## src/rtl/instruction_fetch.sv

```systemverilog
// Instruction fetch unit: a three-state FSM that requests one word per fetch,
// holds it for execution and advances the PC sequentially or by a taken branch.
module instruction_fetch #(
  parameter logic [31:0] RESET_PC  = 32'h0000_0000,
  parameter logic [31:0] NOP_INSTR = 32'h0000_0013
) (
  input  logic        clk,
  input  logic        reset,
  output logic        imem_req,
  output logic [31:0] imem_addr,
  input  logic        imem_ack,
  input  logic [31:0] imem_rdata,
  input  logic        Branch,
  input  logic        Zero,
  input  logic [31:0] BranchOffset,
  input  logic        Stall,
  output logic [31:0] PC,
  output logic [31:0] Instr,
  output logic [6:0]  Opcode,
  output logic        InstrValid,
  output logic [31:0] InstrCount
);

  localparam logic [1:0] IDLE  = 2'd0;
  localparam logic [1:0] REQ   = 2'd1;
  localparam logic [1:0] ISSUE = 2'd2;

  logic [1:0]  state_reg, state_next;
  logic [31:0] pc_reg, pc_next;
  logic [31:0] instr_reg, instr_next;
  logic [31:0] count_reg, count_next;

  logic        branch_taken;
  logic [31:0] pc_incr;
  logic [31:0] pc_target;

  // Branch inputs only reach state through the ISSUE/advance path below.
  assign branch_taken = Branch & Zero;
  assign pc_incr      = branch_taken ? BranchOffset : 32'd4;
  assign pc_target    = (pc_reg + pc_incr) & ~32'd3;

  always_comb begin
    state_next = state_reg;
    pc_next    = pc_reg;
    instr_next = instr_reg;
    count_next = count_reg;
    case (state_reg)
      IDLE: begin
        state_next = REQ;
      end
      REQ: begin
        if (imem_ack) begin
          instr_next = imem_rdata;
          state_next = ISSUE;
        end
      end
      ISSUE: begin
        if (!Stall) begin
          pc_next    = pc_target;
          count_next = count_reg + 32'd1;
          state_next = REQ;
        end
      end
      default: begin
        state_next = IDLE;
      end
    endcase
  end

  always_ff @(posedge clk or posedge reset) begin
    if (reset) begin
      state_reg <= IDLE;
      pc_reg    <= RESET_PC;
      instr_reg <= NOP_INSTR;
      count_reg <= 32'd0;
    end else begin
      state_reg <= state_next;
      pc_reg    <= pc_next;
      instr_reg <= instr_next;
      count_reg <= count_next;
    end
  end

  // Handshake and valid decode from registered state only, so reset clears them at once.
  assign imem_req   = (state_reg == REQ);
  assign imem_addr  = pc_reg;
  assign InstrValid = (state_reg == ISSUE);
  assign PC         = pc_reg;
  assign Instr      = instr_reg;
  assign Opcode     = instr_reg[6:0];
  assign InstrCount = count_reg;

endmodule

```

## config.mk

```make
export PLATFORM = sky130hd
export DESIGN_NAME = instruction_fetch
export DESIGN_NICKNAME = d
export VERILOG_FILES = /design/src/rtl/instruction_fetch.sv
export SDC_FILE = /design/constraint.sdc
export NUM_CORES = 1
export LEC_CHECK = 0
export CAP_MARGIN = 20
export CORE_ASPECT_RATIO = 1.25
export CORE_MARGIN = 10
export CORE_UTILIZATION = 46
export DETAILED_ROUTE_END_ITERATION = 10
export PLACE_DENSITY = 0.92
export SLEW_MARGIN = 20
export SYNTH_ARGS = -nofsm -noshare
export SYNTH_HDL_FRONTEND = slang
export SYNTH_SLANG_ARGS = --single-unit
```

## constraint.sdc

```tcl
create_clock -name clk -period 3.4 [get_ports clk]
set_input_delay 0.51 -clock clk [delete_from_list [all_inputs] [get_ports clk]]
set_output_delay 0.51 -clock clk [all_outputs]
set_load 0.02 [all_outputs]
```

==> summary.txt <==
Layout cells sized above 1: 10.5%
Post-synth EDFFs: 0
CTS resizes: 0
Syn Inst Count: 610
Clk sinks: 96
Port bufs: 200
Crit-path slowest cell: clkdlybuf4s50_1
Initial antenna violation count: 0
Count of cell types in the netlist: 58
Slew Limit Fails: 0
CTS tree: yes
Via density per instance: 5.37
Commonest cells after routing, fill and taps aside: clkdlybuf4s50_1 (200), dfrtp_1 (93), nand2_1 (73), and3_1 (38), o21ai_0 (37)
Nets: 879
CTS buffer count: 9
CP startpoint kind: primary input
Worst setup EP type: flip-flop
Routed WL: 17100 um
Synth warn: 0
Final setup fails: 0
Total negative slack: 0 ps
Final Cell Area: 8210 um^2
Bufs and invs on worst path: 2
Number of max-cap violations: 0
Core Util, Final: 65.1%
Mux contribution to synthesized area: 6.15%
Vias: 5108
Number of global-route vias before repair: 5183
Maximum vdd drop: 0.436 mV
Drt first pass iters: 4
Worst skew pair latency: 340 ps
Post-Synth XOR/XNOR Area: 7.92%
Critical path data arrival time: 3290 ps
Leading area contributor after synthesis: dfrtp_1
Final worst path period need: 3060 ps
Cell Area, Placed: 7860 um^2
Worst EP required: 3630 ps
First-pass GRT wire length: 27200 um
ANT cells: 0
Largest family of logic cells by synthesized area: simple AND/OR/NAND/NOR gates
Slew headroom: 63.8%
Reg clk slew, reported paths: 70 ps
FP Rows: 46
Tot GR Track Use: 19.0%
Post-DR wirelength/cell: 18.0 um
Overflow after GRT: 0
Post-detail-place hpwl: 13500 um
Seq/Total Area, Yosys: 41.1%
Avg Inst Size Synth: 9.60 um^2
Htree depth: 3
Hold crit path type: flip-flop to flip-flop
Top cell type's share of synthesized area: 39.7%
Post-Synthesis Cell Area: 5860 um^2
Crit path cell chain: clkdlybuf4s50_1, buf_12, and3_1, ha_1, a211oi_1, nor2_1, a41oi_2, a21boi_2, o2111a_1, or3_1, a31o_1
Iter 0 DRT Violations: 364
F_max: 327 MHz
Cell area power density: 767 nW/um^2
Synth Area in Compound Gates: 13.4%
CORE AREA: 12600 um^2
Top_reg_cell synth: dfrtp_1
Max Clock Skew: 9.61 ps
Worst Max-Slew Pin Slew: 539 ps
RSZ-0062 raised after global routing: no
Ys async rst share: 100%
ANT nets after route: 0
Die area: 17700 um^2
Largest cells by area after synthesis: dfrtp_1 (40%), ha_1 (6.4%), mux2_2 (6.2%)
Largest net degree at the start of global routing: 59
Critical Setup Path Class: primary input to flip-flop
Post-synthesis simple-gate area fraction: 17.4%
Commonest non-fill, non-tap cell in the layout: clkdlybuf4s50_1
Post-cts hold buffer count: 0
Root Buffer: clkbuf_16
RD Place Congestion: 0.910
Crit-path max cell delay: 500 ps
DRC Markers: 0
Starting Density: 46.5%
Area grow syn2layout: 40.1%
Width of the die: 121 um
CP max FO: 30
Final Cycle Share: 89.9%
Status: complete, no violations
Synth Area in Adders: 6.75%
#FFs+latches synth: 96
I/O Pins: 207
Die height: 146 um
LEAKAGE: 0.00360 uW
Delay-heaviest family, CP: compound AO/OA/AOI/OAI gates
Post-CTS Setup Bufs: 0
Final hold vios: 0
Longest Clk Path Bufs: 2
==> metrics by stage <==
stage                     setup slack (ps)  cells  hold slack (ps)  total power [uW]
final                                  344    951              482              6300
after global routing                   252    951              510              6670
after CTS                              388    951              492              6370
after detailed placement              42.2    935              480              5180
after global placement                87.6    935              464              5080
after floorplan                        390    613              485              3820
==> worst reg2reg max path, delay by kind of cell (launching register included) <==
| kind | cells | cell delay, ps |
|---|---|---|
| compound gates | 5 | 870 |
| fa+ha+maj | 2 | 580 |
| buf+inv | 1 | 60 |
| flops | 1 | 410 |
| simple gates | 2 | 550 |
==> per-layer routing <==
metal / vias up / track usage, % / routed length (um)
met4: 0 / 4.84 / 257
met2: 190 / 33.8 / 8810
met3: 18 / 5.13 / 1320
li1: 2459 / - / -
met1: 2441 / 21.6 / 6740
met5: - / 0 / 0
==> Yosys cell counts, drive strengths merged (15+ instances only) <==
cell	n
a21oi	35
and3	39
buf	49
clkbuf	15
dfrtp	93
ha	30
mux2	32
nand2	73
nand3	21
nor2	30
o21ai	40
xnor2	32
xor2	21
==> cells by family (layout without fill, tap and decap cells) <==
family | Yosys count | count (layout)
adders and majority gates | 31 | 31
AOI/OAI and AO/OA | 122 | 122
other | 1 | 4
muxes | 32 | 32
and+or+nand+nor | 203 | 203
DFF | 96 | 96
buffers and inverters | 72 | 242
xor gates and xnor gates | 53 | 53
==> final timing paths <==
check,endpoint,start,depth (start not counted),slack (ps)
worst min register to register,InstrCount[31],InstrCount[31],1,480
min in group asynchronous,InstrCount[4],reset,2,580
worst max register to register,PC[30],PC[2],10,860
worst min-delay path,InstrCount[31],InstrCount[31],1,480
max in group asynchronous,Instr[4],reset,3,2090
worst max-delay path,PC[29],Branch,11,340
==> final cells by class <==
class / count / area [um^2]
Tap cell: 168 / 210
Inverter: 8 / 32.5
Timing Repair Buffer: 218 / 2170
Clock inverter: 6 / 116
Clock buffer: 10 / 229
Multi-Input combinational cell: 445 / 3040
Fill cell: 964 / 4400
Sequential cell: 96 / 2410
==> power by group <==
part	internal, uW	switching, uW	total (uW)	leakage [uW]
sequential	1530	332	1860	0.00122
clock	725	444	1170	0.000167
combinational	1580	1690	3270	0.00221
total	3830	2460	6300	0.00360
No activity file was read; power rests on OpenSTA's default activity.
